## src/rtl/image_op_seq_if.sv

```systemverilog
// Handshake bundle for image_op_seq: command, input pixel stream and output result stream.
// The master side drives commands and input words; the slave side is the sequencer.
interface image_op_seq_if #(
  parameter int LEN_W = 16
);
  logic             cmd_valid;
  logic             cmd_ready;
  logic [1:0]       cmd_op;
  logic [LEN_W-1:0] cmd_len;
  logic             in_valid;
  logic             in_ready;
  logic [31:0]      in_data;
  logic             out_valid;
  logic             out_ready;
  logic [31:0]      out_data;
  logic             out_last;
  logic             done;

  modport master (
    output cmd_valid, cmd_op, cmd_len, in_valid, in_data, out_ready,
    input  cmd_ready, in_ready, out_valid, out_data, out_last, done
  );

  modport slave (
    input  cmd_valid, cmd_op, cmd_len, in_valid, in_data, out_ready,
    output cmd_ready, in_ready, out_valid, out_data, out_last, done
  );
endinterface

```

## src/rtl/image_op_seq.sv

```systemverilog
// Command-driven frame sequencer around one image_word_op datapath (darken/lighten/invert/checksum).
// Optional feature macro IMAGE_SEQ_FRAME_CNT_EN adds a 16-bit completed-command counter output.

module image_word_op (
  input  logic [1:0]  op,
  input  logic [31:0] word,
  output logic [31:0] result
);
  // Output bytes are written in reverse order: input byte i lands in the i-th byte from the top.
  always_comb begin
    result = '0;
    for (int i = 0; i < 4; i++) begin
      case (op)
        2'b00:   result[31-8*i -: 8] = word[8*i +: 8] - 8'h1F;
        2'b01:   result[31-8*i -: 8] = word[8*i +: 8] + 8'h1F;
        2'b10:   result[31-8*i -: 8] = 8'hFF - word[8*i +: 8];
        default: result[7:0]         = result[7:0] ^ word[8*i +: 8];
      endcase
    end
  end
endmodule

module image_op_seq #(
  parameter int LEN_W = 16
) (
  input  logic          clk,
  input  logic          rst_n,
  image_op_seq_if.slave bus
`ifdef IMAGE_SEQ_FRAME_CNT_EN
  ,
  output logic [15:0]   frame_cnt
`endif
);
  typedef enum logic [1:0] {IDLE, STREAM, EMIT} state_e;

  localparam logic [1:0] OP_CSUM = 2'b11;

  state_e           state_q, state_d;
  logic [1:0]       op_q, op_d;
  logic [LEN_W-1:0] remain_q, remain_d;
  logic [7:0]       acc_q, acc_d;
  logic             out_valid_q, out_valid_d;
  logic [31:0]      out_data_q, out_data_d;
  logic             out_last_q, out_last_d;
  logic             done_q, done_d;

  logic             cmd_ready;
  logic             in_ready;
  logic             cmd_fire;
  logic             in_fire;
  logic             out_fire;
  logic [7:0]       acc_nxt;
  logic [31:0]      dp_result;

  image_word_op u_word_op (
    .op     (op_q),
    .word   (bus.in_data),
    .result (dp_result)
  );

  // remain_q != 0 keeps the last pixel handshake from pulling in a word past the frame.
  assign cmd_ready = rst_n && (state_q == IDLE);
  assign in_ready  = rst_n && (state_q == STREAM) && (remain_q != '0) &&
                     ((op_q == OP_CSUM) || !out_valid_q || bus.out_ready);
  assign cmd_fire  = bus.cmd_valid && cmd_ready;
  assign in_fire   = bus.in_valid && in_ready;
  assign out_fire  = out_valid_q && bus.out_ready;

  assign bus.cmd_ready = cmd_ready;
  assign bus.in_ready  = in_ready;
  assign bus.out_valid = out_valid_q;
  assign bus.out_data  = out_data_q;
  assign bus.out_last  = out_last_q;
  assign bus.done      = done_q;

  always_comb begin
    state_d     = state_q;
    op_d        = op_q;
    remain_d    = remain_q;
    acc_d       = acc_q;
    out_valid_d = out_valid_q;
    out_data_d  = out_data_q;
    out_last_d  = out_last_q;
    done_d      = 1'b0;
    acc_nxt     = acc_q ^ dp_result[7:0];

    case (state_q)
      IDLE: begin
        if (cmd_fire) begin
          op_d     = bus.cmd_op;
          remain_d = bus.cmd_len;
          acc_d    = '0;
          if (bus.cmd_len != '0) begin
            state_d = STREAM;
          end else if (bus.cmd_op == OP_CSUM) begin
            state_d     = EMIT;
            out_valid_d = 1'b1;
            out_data_d  = '0;
            out_last_d  = 1'b1;
          end else begin
            done_d = 1'b1;
          end
        end
      end

      STREAM: begin
        if (op_q == OP_CSUM) begin
          if (in_fire) begin
            acc_d    = acc_nxt;
            remain_d = remain_q - LEN_W'(1);
            if (remain_q == LEN_W'(1)) begin
              state_d     = EMIT;
              out_valid_d = 1'b1;
              out_data_d  = {24'h0, acc_nxt};
              out_last_d  = 1'b1;
            end
          end
        end else begin
          if (out_fire) begin
            out_valid_d = 1'b0;
            out_last_d  = 1'b0;
            if (out_last_q) begin
              done_d  = 1'b1;
              state_d = IDLE;
            end
          end
          // A same-cycle input handshake refills the register the output just vacated.
          if (in_fire) begin
            out_valid_d = 1'b1;
            out_data_d  = dp_result;
            out_last_d  = (remain_q == LEN_W'(1));
            remain_d    = remain_q - LEN_W'(1);
          end
        end
      end

      EMIT: begin
        if (out_fire) begin
          out_valid_d = 1'b0;
          out_last_d  = 1'b0;
          done_d      = 1'b1;
          state_d     = IDLE;
        end
      end

      default: state_d = IDLE;
    endcase
  end

  always_ff @(posedge clk) begin
    if (!rst_n) begin
      state_q     <= IDLE;
      op_q        <= '0;
      remain_q    <= '0;
      acc_q       <= '0;
      out_valid_q <= 1'b0;
      out_data_q  <= '0;
      out_last_q  <= 1'b0;
      done_q      <= 1'b0;
    end else begin
      state_q     <= state_d;
      op_q        <= op_d;
      remain_q    <= remain_d;
      acc_q       <= acc_d;
      out_valid_q <= out_valid_d;
      out_data_q  <= out_data_d;
      out_last_q  <= out_last_d;
      done_q      <= done_d;
    end
  end

`ifdef IMAGE_SEQ_FRAME_CNT_EN
  logic [15:0] frame_cnt_q, frame_cnt_d;

  // Counts alongside the done pulse so the new value is visible in the done cycle.
  always_comb begin
    frame_cnt_d = frame_cnt_q;
    if (done_d) frame_cnt_d = frame_cnt_q + 16'd1;
  end

  always_ff @(posedge clk) begin
    if (!rst_n) frame_cnt_q <= '0;
    else        frame_cnt_q <= frame_cnt_d;
  end

  assign frame_cnt = frame_cnt_q;
`endif
endmodule

```

## src/flat_wrapper.sv

```systemverilog
// flat-port wrapper written by rule: the top's interface ports become plain ports
module image_op_seq_flat 
#(
  parameter int LEN_W = 16
)
  (clk, rst_n, bus_cmd_valid, bus_cmd_op, bus_cmd_len, bus_in_valid, bus_in_data, bus_out_ready, bus_cmd_ready, bus_in_ready, bus_out_valid, bus_out_data, bus_out_last, bus_done);
  image_op_seq_if #(.LEN_W(LEN_W)) bus_i ();
  input  logic clk;
  input  logic rst_n;
  input wire logic [$bits(bus_i.cmd_valid)-1:0] bus_cmd_valid;
  input wire logic [$bits(bus_i.cmd_op)-1:0] bus_cmd_op;
  input wire logic [$bits(bus_i.cmd_len)-1:0] bus_cmd_len;
  input wire logic [$bits(bus_i.in_valid)-1:0] bus_in_valid;
  input wire logic [$bits(bus_i.in_data)-1:0] bus_in_data;
  input wire logic [$bits(bus_i.out_ready)-1:0] bus_out_ready;
  output wire logic [$bits(bus_i.cmd_ready)-1:0] bus_cmd_ready;
  output wire logic [$bits(bus_i.in_ready)-1:0] bus_in_ready;
  output wire logic [$bits(bus_i.out_valid)-1:0] bus_out_valid;
  output wire logic [$bits(bus_i.out_data)-1:0] bus_out_data;
  output wire logic [$bits(bus_i.out_last)-1:0] bus_out_last;
  output wire logic [$bits(bus_i.done)-1:0] bus_done;
  assign bus_i.cmd_valid = bus_cmd_valid;
  assign bus_i.cmd_op = bus_cmd_op;
  assign bus_i.cmd_len = bus_cmd_len;
  assign bus_i.in_valid = bus_in_valid;
  assign bus_i.in_data = bus_in_data;
  assign bus_i.out_ready = bus_out_ready;
  assign bus_cmd_ready = bus_i.cmd_ready;
  assign bus_in_ready = bus_i.in_ready;
  assign bus_out_valid = bus_i.out_valid;
  assign bus_out_data = bus_i.out_data;
  assign bus_out_last = bus_i.out_last;
  assign bus_done = bus_i.done;
  image_op_seq #(.LEN_W(LEN_W)) u_core (.clk(clk), .rst_n(rst_n), .bus(bus_i));
endmodule
```

## config.mk

```make
export PLATFORM = sky130hd
export DESIGN_NAME = image_op_seq_flat
export DESIGN_NICKNAME = d
export VERILOG_FILES = /design/src/rtl/image_op_seq_if.sv /design/src/rtl/image_op_seq.sv /design/src/flat_wrapper.sv
export SDC_FILE = /design/constraint.sdc
export NUM_CORES = 1
export LEC_CHECK = 0
export ABC_CLOCK_PERIOD_IN_PS = 3300
export CAP_MARGIN = 20
export CELL_PAD_IN_SITES_DETAIL_PLACEMENT = 1
export CELL_PAD_IN_SITES_GLOBAL_PLACEMENT = 2
export CORE_MARGIN = 3
export CORE_UTILIZATION = 31
export DETAILED_ROUTE_END_ITERATION = 7
export PLACE_DENSITY_LB_ADDON = 0.08
export REMOVE_ABC_BUFFERS = 1
export SYNTH_ARGS = -nofsm -noshare
export SYNTH_HDL_FRONTEND = slang
export SYNTH_SLANG_ARGS = --single-unit
```

## constraint.sdc

```tcl
create_clock -name clk -period 3.3 [get_ports clk]
set_input_delay 0.66 -clock clk [delete_from_list [all_inputs] [get_ports clk]]
set_output_delay 0.66 -clock clk [all_outputs]
set_load 0.005 [all_outputs]
```

# After elaboration in Yosys (flattened, before gate mapping)
# Cells that the tools add are included.
# W data, S select, Z words.
[word_totals]
regBits = 63
output_inout_bits = 37
word_cells = 119
[op_classes]
n_addsub = 13
n_eq_ne = 18
muxes = 53
bitwise = 4
reduce_logical = 23
[op_table]
columns = ["cell", "count"]
rows = [
  ["$mux W32", 7],
  ["$pmux W8 S3", 4],
  ["$pmux W32 S2", 1],
  ["$mux W8", 6],
  ["$add A8 B5 Y8 const B", 4],
  ["$mux W16", 2],
  ["$pmux W16 S2", 1],
  ["$reduce_bool A16 Y1", 2],
  ["$sub A8 B5 Y8 const B", 4],
  ["$sub A8 B8 Y8 const A", 4],
  ["$xor A8 B8 Y8", 4],
  ["$mux W1", 18],
  ["$mux W2", 9],
  ["$eq A16 B1 Y1 const B", 1],
  ["$pmux W8 S2", 1],
  ["$sub A16 B1 Y16 const B", 1],
  ["$reduce_and A6 Y1", 2],
  ["$ne A3 B2 Y1 const B", 3],
  ["$pmux W1 S3", 3],
  ["$eq A2 B2 Y1 const B", 4],
  ["$logic_and A1 B1 Y1", 7],
  ["$reduce_and A7 Y1", 1],
  ["$ne A2 B1 Y1 const B", 3],
  ["$ne A2 B2 Y1 const B", 3],
  ["other kinds (12)", 16],
]

# Logic depth before layout (Yosys ltp)
# Gate-level depths: netlist of the first run.
[logic_depth]
ltp_word = 14
depth_mapped = 11
ltp_nobuf = 10

# Modules after synthesis
# From an unflattened synthesis of the first run, not the netlist that was laid out.
[hier_totals]
hier_cells = 703
area_unflattened_um2 = 5351.4
[modules_own_cells]
columns = ["mod", "n_inst", "cells_each", "area_each_um2"]
rows = [
  ["image_op_seq", 1, 427, 3515.9],
  ["image_word_op", 1, 276, 1835.5],
]

# Worst setup path before layout of the first run
# OpenSTA, ideal clock, no wires.
[synth_timing]
kind = "reg-to-reg"
from = "register u_core.op_q[0]"
to = "register u_core.out_data_q[14], in the netlist u_core.bus.out_data[14]"
arrival_time_ps = 2686
required_ps = 3183
path_slack_ps = 497
stages_incl_launch_ff = 12
n_path_buf = 1
period_less_slack_ps = 2803
cell_sequence = "dfxtp_1 > nor2b_1 > clkinv_1 > buf_1 > xnor2_1 > ha_1 > or3_1 > o311ai_0 > nand2_1 > xnor2_1 > o22ai_1 > a32o_1"
[synth_via]
elab_chain_len = 7
[synth_rtl]
columns = ["element", "line_no", "source"]
rows = [
  ["start, declared", "image_op_seq.sv:39", "logic [1:0] op_q, op_d;"],
  ["start signal, assigned", "image_op_seq.sv:162", "op_q <= op_d;"],
  ["$eq A2 B2 Y1", "image_op_seq.sv:64, image_op_seq.sv:107", ""],
  ["$logic_or A1 B1 Y1 (2 in series)", "image_op_seq.sv:64", "((op_q == OP_CSUM) || !out_valid_q || bus.out_ready);"],
  ["$logic_and A1 B1 Y1", "image_op_seq.sv:63", "assign in_ready = rst_n && (state_q == STREAM) && (remain_q != '0) &&"],
  ["$logic_and A1 B1 Y1", "image_op_seq.sv:66", "assign in_fire = bus.in_valid && in_ready;"],
  ["$ne A2 B1 Y1 (no source line)", "--", ""],
  ["$reduce_and A6 Y1 (no source line)", "--", ""],
  ["end signal, assigned", "image_op_seq.sv:166", "out_data_q <= out_data_d;"],
  ["end, declared", "image_op_seq.sv:43", "logic [31:0] out_data_q, out_data_d;"],
]
# Several ways; a longest one is shown, not always the timed one. The select of a mux whose other input is x is not followed.
# A chain may end at the register's enable or synchronous reset.

# Worst setup path after layout of the first run
[layout_timing]
from = "register u_core.remain_q[0]"
to = "output port bus_in_ready"
[layout_via]
elab_chain_len = 3
[layout_rtl]
columns = ["element", "line_no", "source"]
rows = [
  ["start, declared", "image_op_seq.sv:40", "logic [LEN_W-1:0] remain_q, remain_d;"],
  ["start signal, assigned", "image_op_seq.sv:163", "remain_q <= remain_d;"],
  ["$reduce_bool A16 Y1", "image_op_seq.sv:63", ""],
  ["$logic_and A1 B1 Y1 (2 in series)", "image_op_seq.sv:63", ""],
  ["end, declared", "flat_wrapper.sv:17", "output wire logic [$bits(bus_i.in_ready)-1:0] bus_in_ready;"],
]
# No other way between the ends.

==> results.toml, run 1 <==
[critical_path]
slowest_delay_ns = 0.56
start_kind = "flop"
ff2ff_setup_slack_ns = 0.42
crit_path_end_kind = "output pin"
critPathRequiredTime_ns = 2.64
arrival_ns = 2.38
critical_path.max_fanout = 5
r2r_cells = 11
timing.rr.end = "u_core.bus.out_data[14]"
crit_chain = "inv_1, ha_1, nor4b_1, and4_1, a211oi_1, clkdlybuf4s50_1"
crit_type = "flop to output pin"
r2r_start = "u_core.op_q[0]"
crit_slowest_cell = "clkdlybuf4s50_1"

[placement]
placed_cells = 1005
place_area_sq_um = 6550
dp_slack_ns = 0.145
dp_hpwl_um = 15200
gp_congestion = 0.847
io_buffer_count = 91

[cts]
cts_hold_buf = 0
cts_resized = 0
clkTransAtPathRegs_ns = 0.06
cts_buffers = 9
cts.sinks = 63
clk_path_buf_depth = 2
cts_root_buf = "clkbuf_16"
cts_setup_buffers = 0
htree_levels = 3
cts_tree = "yes"
clkLatencyLatePin_ns = 0.34

[die]
ios = 92
row_count = 47
die_area_sq_um = 19000
initial_core_util_pct = 32.0
chipHeight_um = 138
dieWidth_um = 138
core_area_sq_um = 16800

[logic_synthesis]
ys_types = 75
yosysWarningCount = 0
syn_area_sq_um = 5390
yosysSeqAreaShare_pct = 23.4
synth_cells = 719
synth_top_area_share_pct = 23.4
synth_edf_count = 0
synthTopCellsByArea = "dfxtp_1, nand2_1, ha_1, a21oi_1, o21ai_0"
synth_area_leader_cell = "dfxtp_1"
ys.flop_type = "dfxtp_1"
synth-seq-cells = 63
synthArstFlopShare_pct = 0
syn_avg_cell_area_sq_um = 7.49

[timing]
hold_viol_final = 0
fin_crit_ns = 3.04
tightestPinTransition_ns = 1.07
hold_slack_ns = 0.456
setup_tns_ns = 0
finalSetupViolations = 0
final.period_utilization_pct = 92.0
fmax_mhz = 329
finClkSkew_ns = 0.00729
relSlewSlack_pct = 28.4
finalMaxSlewViolations = 0
layout_setup_ws_ns = 0.263
rsz0062_at_grt = "no"

[global_route]
grt_max_degree = 66
antenna_found_initial = 0
grt_remaining_overflow = 0
first_global_vias = 6046
grt_pass1_wl_um = 32400
grt_use_total_pct = 21.8

[finish]
drive_gt1_share_pct = 8.61
syn2layout_area_growth_pct = 26.7
ff_latch_area_sq_um = 1260
final_area_sq_um = 6820
final_util_pct = 40.6
layout.cells.non_filler = 1021
n_fill_cell = 2075
num_antenna_cells = 0
final_nets = 870
multi_input_area_sq_um = 3790

[min_path]
hp-start = "u_core.bus.out_data[9]"
hp-class = "flop to flop"
whs_endpoint = "u_core.bus.out_data[9]"
hold_depth = 2

[pwr]
powerDensity_nw_per_um2 = 484
peakVddDrop_v = 0.000260
power.total_mw = 3.30
p_leak_nw = 2.46

[detailed_routing]
vias_per_cell = 5.68
avgRoutedWirePerCell_um = 20.0
num_vias = 5799
wl_um = 20400
ant_nets = 0
dr.pass1.iters = 4
drc = 0
first_iter_violations = 251

[run]
max_cap_violations = 0

[outcome]
outcome = "finished, final reports clean"
-- layout make-up --
class	count	share of cell area [%]
multi-input cells	582	55.6
clock inverters	3	0.275
repair buffers	127	17.2
well taps	220	4.03
clock buffers	13	3.67
inverters	13	0.715
flip-flops and latches	63	18.5
-- critical path, delay by kind of cell (launching register included) --
family          cells  cell delay [ns]
compound gates      1             0.29
simple gates        2             0.44
fa+ha+maj           1             0.24
flops               1             0.38
buf+inv             2             0.68
-- synth_stat cells (5+ instances only) --
library cell,count
a32o_1,9
or3_1,10
nor2_1,54
xor2_1,14
buf_2,12
clkbuf_1,31
nand4_1,7
o22ai_1,9
mux2i_1,7
nor3b_1,6
o2bb2ai_1,5
nand2_1,77
nor3_1,14
inv_1,11
a21boi_0,20
ha_1,19
a21boi_1,13
a21oi_1,42
a31oi_1,7
o31ai_1,10
o311ai_0,5
o21bai_1,5
buf_1,11
o21a_1,11
nand3_1,37
xnor2_1,24
and3_1,10
o21ai_0,42
dfxtp_1,63
o211ai_1,9
nor2b_1,13
nor4_1,16
-- layout by cell type, fill, tap and decap left out, types with 6 or more instances in the layout --
| master | n |
|---|---|
| o31ai_1 | 10 |
| buf_4 | 36 |
| dfxtp_1 | 62 |
| nor2b_1 | 13 |
| nand3_1 | 37 |
| nor3b_1 | 6 |
| a21boi_1 | 13 |
| inv_1 | 11 |
| o22ai_1 | 9 |
| clkbuf_16 | 9 |
| clkdlybuf4s50_1 | 90 |
| o21a_1 | 11 |
| a21oi_1 | 42 |
| ha_1 | 19 |
| o211ai_1 | 9 |
| nor3_1 | 14 |
| nand2_1 | 77 |
| nand4_1 | 7 |
| xnor2_1 | 24 |
| or3_1 | 10 |
| xor2_1 | 14 |
| o21ai_0 | 42 |
| a32o_1 | 9 |
| nor2_1 | 54 |
| nor4_1 | 16 |
| and3_1 | 10 |
| mux2i_1 | 7 |
| a31oi_1 | 7 |
| a21boi_0 | 20 |
-- flip-flops by register name, summed over array words and instances, names as in the netlist --
name,flops
u_core.state_q,2
u_core.remain_q,16
u_core.bus.out_last,1
u_core.op_q,2
u_core.bus.done,1
u_core.bus.out_data,32
u_core.bus.out_valid,1
u_core.acc_q,8
-- metal layers --
layer  share of wire (%)  global-route usage, %  wire [um]
met3                 3.4                   2.48        699
met2                  50                   39.0      10200
met5                   0                      0          0
met1                  45                   27.2       9110
met4                 1.6                   6.97        328
-- power by group --
part | switching [mW] | internal [mW]
Sequential | 0.0642 | 0.815
Clock | 0.368 | 0.529
Combinational | 0.941 | 0.588
-- cell families after synthesis --
group,Yosys count,synth area share [%]
buffers and inverters,74,6.20
AO/OA/AOI/OAI,236,30.3
XOR/XNOR,40,7.02
flip-flops,63,23.4
multiplexers,11,2.14
adder cells (fa/ha/maj),19,4.41
AND/OR/NAND/NOR,276,26.5
-- worst max-delay path by stage --
stage,start,end,slack (ns),cells after the start
6_report,u_core.remain_q[0],bus_in_ready,0.26,6
5_1_grt,u_core.remain_q[0],bus_in_ready,0.1,6
4_1_cts,u_core.remain_q[0],bus_in_ready,0.27,6
3_5_place_dp,bus_cmd_len[14],u_core.bus.out_data[7],0.15,7
3_3_place_gp,bus_cmd_len[14],u_core.bus.out_data[7],0.1,7
2_1_floorplan,u_core.op_q[0],u_core.bus.out_data[14],-1.42,10
(Power assumes the default switching activity.)
==> inputs of run 2 (changes only) <==
Settings changed: ABC_CLOCK_PERIOD_IN_PS 3300 to 3100, REMOVE_ABC_BUFFERS 1 to default.
Clock period 3.3 ns to 3.1 ns, I/O delays scaled along.
==> run 2 against run 1 <==
Compared with the run above:
- critical path depth grew 5
- via count is 1.1% higher
- setup slack improved by 0.11 ns
- hold slack about the same
- sequential share of layout area decreased by 0.23 points
- power grew 9.3%
- global-route usage is 0.30 points higher
- combinational power up 9%
- final cell count rose by 0.39%
==> results.toml, run 2 (synthesis results as in run 1) <==
[die]
die_area_sq_um = 19000
chipHeight_um = 138
row_count = 47
core_area_sq_um = 16800
ios = 92
initial_core_util_pct = 32.0
dieWidth_um = 138

[cts]
cts.sinks = 63
cts_root_buf = "clkbuf_16"
cts_setup_buffers = 0
clkTransAtPathRegs_ns = 0.05
cts_tree = "yes"
clkLatencyLatePin_ns = 0.34
clk_path_buf_depth = 2
htree_levels = 3
cts_buffers = 9

[detailed_routing]
num_vias = 5865
dr.pass1.iters = 6
drc = 0
first_iter_violations = 287
avgRoutedWirePerCell_um = 20.1
ant_nets = 0
vias_per_cell = 5.72
wl_um = 20600

[timing]
relSlewSlack_pct = 52.7
final.period_utilization_pct = 88.1
rsz0062_at_grt = "no"
hold_viol_final = 0
tightestPinTransition_ns = 0.707
fmax_mhz = 366
setup_tns_ns = 0
finClkSkew_ns = 0.00965
finalMaxSlewViolations = 0
finalSetupViolations = 0
fin_crit_ns = 2.73

[pwr]
powerDensity_nw_per_um2 = 523
power.total_mw = 3.61
peakVddDrop_v = 0.000253
p_leak_nw = 2.52

[min_path]
hp-start = "u_core.bus.out_data[9]"
hp-class = "flop to flop"
hold_depth = 2

[outcome]
outcome = "finished, final reports clean"

[critical_path]
critical_path.max_fanout = 26
r2r_start = "u_core.op_q[0]"
crit_path_end_kind = "flop"
cp-startpoint = "u_core.op_q[0]"
start_kind = "flop"
ff2ff_setup_slack_ns = 0.37
r2r_cells = 11
arrival_ns = 2.99
critPathRequiredTime_ns = 3.36
crit_type = "flop to flop"
cp-endpoint = "u_core.bus.out_data[6]"
timing.rr.end = "u_core.bus.out_data[6]"

[finish]
final_common_cell = "clkdlybuf4s50_1"
num_antenna_cells = 0
ff_latch_area_sq_um = 1260
final_nets = 875
drive_gt1_share_pct = 9.44
syn2layout_area_growth_pct = 28.3
largest_register_ffs = 32
multi_input_area_sq_um = 3800
n_fill_cell = 2079
mostFrequentLayoutCells = "clkdlybuf4s50_1, nand2_1, dfxtp_1"

[run]
max_cap_violations = 0

[global_route]
first_global_vias = 6139
antenna_found_initial = 0
grt_pass1_wl_um = 32700
grt_max_degree = 66
grt_remaining_overflow = 0
grt_use_total_pct = 22.1

[logic_synthesis]
synth_fp_nets = 793

[placement]
gp_congestion = 0.877
dp_hpwl_um = 15600
io_buffer_count = 91
-- run 2: cell type report --
cell class,instances,share of cell area (%)
clock inverters,4,0.688
flip-flops and latches,63,18.3
inverters,13,0.706
clock buffers,11,3.37
well taps,220,3.98
repair buffers,132,18.0
multi-input cells,582,55.0
-- run 2: power by group --
group	total, mW	switching (mW)	internal (mW)
sequential	0.935	0.0682	0.867
combinational	1.67	1.03	0.649
clock	1.00	0.388	0.616
-- run 2: how the worst min path moves through the flow --
stage,to,slack (ns)
after floorplan,u_core.acc_q[1],0.43
after global placement,u_core.acc_q[1],0.44
after detailed placement,u_core.bus.out_data[9],0.45
after CTS,u_core.bus.out_data[9],0.46
after global routing,u_core.bus.out_data[9],0.48
final,u_core.bus.out_data[9],0.46
-- run 2: routing by layer --
| metal | wire length, um | GRT usage (%) |
|---|---|---|
| met2 | 10600 | 39.7 |
| met1 | 8740 | 26.1 |
| met3 | 660 | 3.51 |
| met5 | 0 | 0 |
| met4 | 654 | 8.95 |
-- run 2: per-stage QoR --
step	setup WS [ns]	utilization [%]	hold WS, ns	instance area (sq um)	std cells
5_1_grt	0.174	41.1	0.477	6910	1025
6_report	0.368	41.1	0.455	6910	1025
3_5_place_dp	0.0941	39.3	0.449	6620	1010
3_3_place_gp	0.185	39.3	0.444	6620	1010
4_1_cts	0.0325	41.0	0.457	6900	1025
2_1_floorplan	0.297	-	0.431	5390	719
-- run 2: critical path, stage by stage (launching register included) --
cell and delay [ns]:
dfxtp_2 0.33, nor2b_1 0.22, clkinv_1 0.09, buf_4 0.25, xnor2_1 0.17, ha_1 0.25
or4_1 0.44, a31o_2 0.27, a21oi_1 0.16, xnor2_1 0.18, mux2i_1 0.12, o21ai_0 0.17
-- run 2: repair_timing --
item | in CTS | in global routing
endpoints found under the setup margin | 0 | 1
gates resized for setup | 0 | 3
hold buffers | 0 | 0
==> inputs of run 3 (changes only) <==
Settings changed: PLACE_DENSITY_LB_ADDON 0.08 to 0.15.
==> run 3 against run 2 <==
Compared with the run above:
- clock power rose by 10%
- design area barely moved
- via count fell by 0.66%
- sequential cell count did not move
- core utilization barely moved
- register-to-register slack improved by 0.05 ns
- sequential share of layout area barely moved
- clock skew fell by 0.0043 ns
- routed wire length fell by 1.6%
- final cell count fell by 0.29%
- critical endpoint is now bus_in_ready
- highest routed layer unchanged
==> results.toml, run 3 (synthesis results as in run 1) <==
[die]
initial_core_util_pct = 32.0
ios = 92
die_area_sq_um = 19000
row_count = 47
core_area_sq_um = 16800
dieWidth_um = 138
chipHeight_um = 138

[pwr]
swShare_pct = 40.0
combPwrFrac_pct = 45.0
p_seq_share_pct = 25.3
power_switching_mw = 1.48
peakVddDrop_v = 0.000271
power_frac_clock_pct = 29.7
p_leak_nw = 2.49
powerDensity_nw_per_um2 = 535
internal_power_mw = 2.22

[timing]
tightestPinTransition_ns = 0.679
rsz0062_at_grt = "no"
fmax_mhz = 340
setup_tns_ns = 0
finalSetupViolations = 0
relSlewSlack_pct = 54.6
finalMaxSlewViolations = 0
hold_slack_ns = 0.450
fin_crit_ns = 2.95
finClkSkew_ns = 0.00531
hold_viol_final = 0
layout_setup_ws_ns = 0.155
final.period_utilization_pct = 95.0

[global_route]
grt_remaining_overflow = 0
grt_max_degree = 66
antenna_found_initial = 0
grt_use_met1_pct = 27.2
grt_busiest_layer = "met2"
grt_use_total_pct = 21.6
grt.met3_usage_pct = 3.03
grt_pass1_wl_um = 32300
met2_usage_pct = 38.7
first_global_vias = 6005

[finish]
n_fill_cell = 2046
syn2layout_area_growth_pct = 28.3
drive_gt1_share_pct = 9.48
mostFrequentLayoutCells = "clkdlybuf4s50_1, nand2_1, dfxtp_1"
final_util_pct = 41.1
largest_register_ffs = 32
num_antenna_cells = 0
final_common_cell = "clkdlybuf4s50_1"
final_nets = 872
final_area_sq_um = 6910

[cts]
cts_tree = "yes"
clkTransAtPathRegs_ns = 0.05
cts_root_buf = "clkbuf_16"
clkLatencyLatePin_ns = 0.34
cts_buffers = 9
clk_path_buf_depth = 2
htree_levels = 3
cts_hold_buf = 0
cts.sinks = 63

[critical_path]
cp-startpoint = "u_core.remain_q[0]"
start_kind = "flop"
ff2ff_setup_slack_ns = 0.42
r2r_start = "u_core.op_q[0]"
crit_chain = "inv_1, ha_1, nor4b_1, and4_1, a211oi_2, clkdlybuf4s50_1"
critical_path.max_fanout = 5
timing.rr.end = "u_core.bus.out_data[14]"
cp_top_family = "buffers and inverters"
slowest_delay_ns = 0.54
crit_path_end_kind = "output pin"
crit_slowest_cell = "clkdlybuf4s50_1"
critPathRequiredTime_ns = 2.48
crit_type = "flop to output pin"
crit_buf_inv = 2
r2r_cells = 11
arrival_ns = 2.33
cp-endpoint = "bus_in_ready"
path_depth = 6

[run]
max_cap_violations = 0

[placement]
dp_slack_ns = 0.0807
dp_hpwl_um = 15100
io_buffer_count = 91
place_area_sq_um = 6580
gp_congestion = 0.873

[logic_synthesis]
synth_fp_nets = 793

[min_path]
hp-class = "flop to flop"

[detailed_routing]
ant_nets = 0
dr.pass1.iters = 4
first_iter_violations = 243
avgRoutedWirePerCell_um = 19.8
wl_um = 20300
num_vias = 5826
drc = 0
vias_per_cell = 5.70

[outcome]
outcome = "finished, final reports clean"
## run 3: per-stage QoR
step / instances / total power, mW
global placement: 1007 / 2.57
floorplan: 719 / 2.01
CTS: 1022 / 3.72
detailed placement: 1007 / 2.60
global route: 1022 / 3.94
finish: 1022 / 3.70
## run 3: tightest hold or removal path, delay by kind of cell, from the launching register on
family | cells | cell delay (ns)
flip-flops | 1 | 0.30
AO/OA/AOI/OAI | 1 | 0.05
AND/OR/NAND/NOR | 1 | 0.05
## run 3: area by class of cell
cell class / instances / area (sq um) / share of cell area [%]
Timing Repair Buffer: 129 / 1200 / 17.4
Clock buffer: 13 / 280 / 4.06
Clock inverter: 2 / 37.5 / 0.543
Multi-Input combinational cell: 582 / 3800 / 55.0
Inverter: 13 / 48.8 / 0.706
Tap cell: 220 / 275 / 3.98
Sequential cell: 63 / 1260 / 18.3
## run 3: metal layers
layer	vias to the layer above	routed length, um
met5	-	0
met4	0	240
met3	16	663
met2	94	10200
met1	2890	9160
li1	2826	-
## run 3: worst min-delay path by stage
stage / from / end / slack [ns] / cells past startpoint
after floorplan: u_core.acc_q[1] / u_core.acc_q[1] / 0.43 / 1
after global placement: u_core.bus.out_data[16] / u_core.bus.out_data[16] / 0.45 / 2
after detailed placement: u_core.bus.out_data[27] / u_core.bus.out_data[27] / 0.45 / 2
after CTS: u_core.bus.out_data[27] / u_core.bus.out_data[27] / 0.46 / 2
after global routing: u_core.bus.out_data[16] / u_core.bus.out_data[16] / 0.47 / 2
final: u_core.bus.out_data[18] / u_core.bus.out_data[18] / 0.45 / 2
## run 3: timing repair
| item | in CTS | in global routing |
|---|---|---|
| endpoints found under the setup margin | 1 | 1 |
| pin swaps | 0 | 0 |
| resized for setup | 1 | 2 |
| buffers inserted | 0 | 0 |
## run 3: power by group through the flow
| stage | sequential (mW) | combinational (mW) | clock [mW] |
|---|---|---|---|
| after floorplan | 0.929 | 1.09 | 0 |
| after global placement | 0.946 | 1.62 | 0 |
| after detailed placement | 0.950 | 1.65 | 0 |
| after CTS | 0.933 | 1.66 | 1.13 |
| after global routing | 0.944 | 1.84 | 1.16 |
| final | 0.935 | 1.66 | 1.10 |
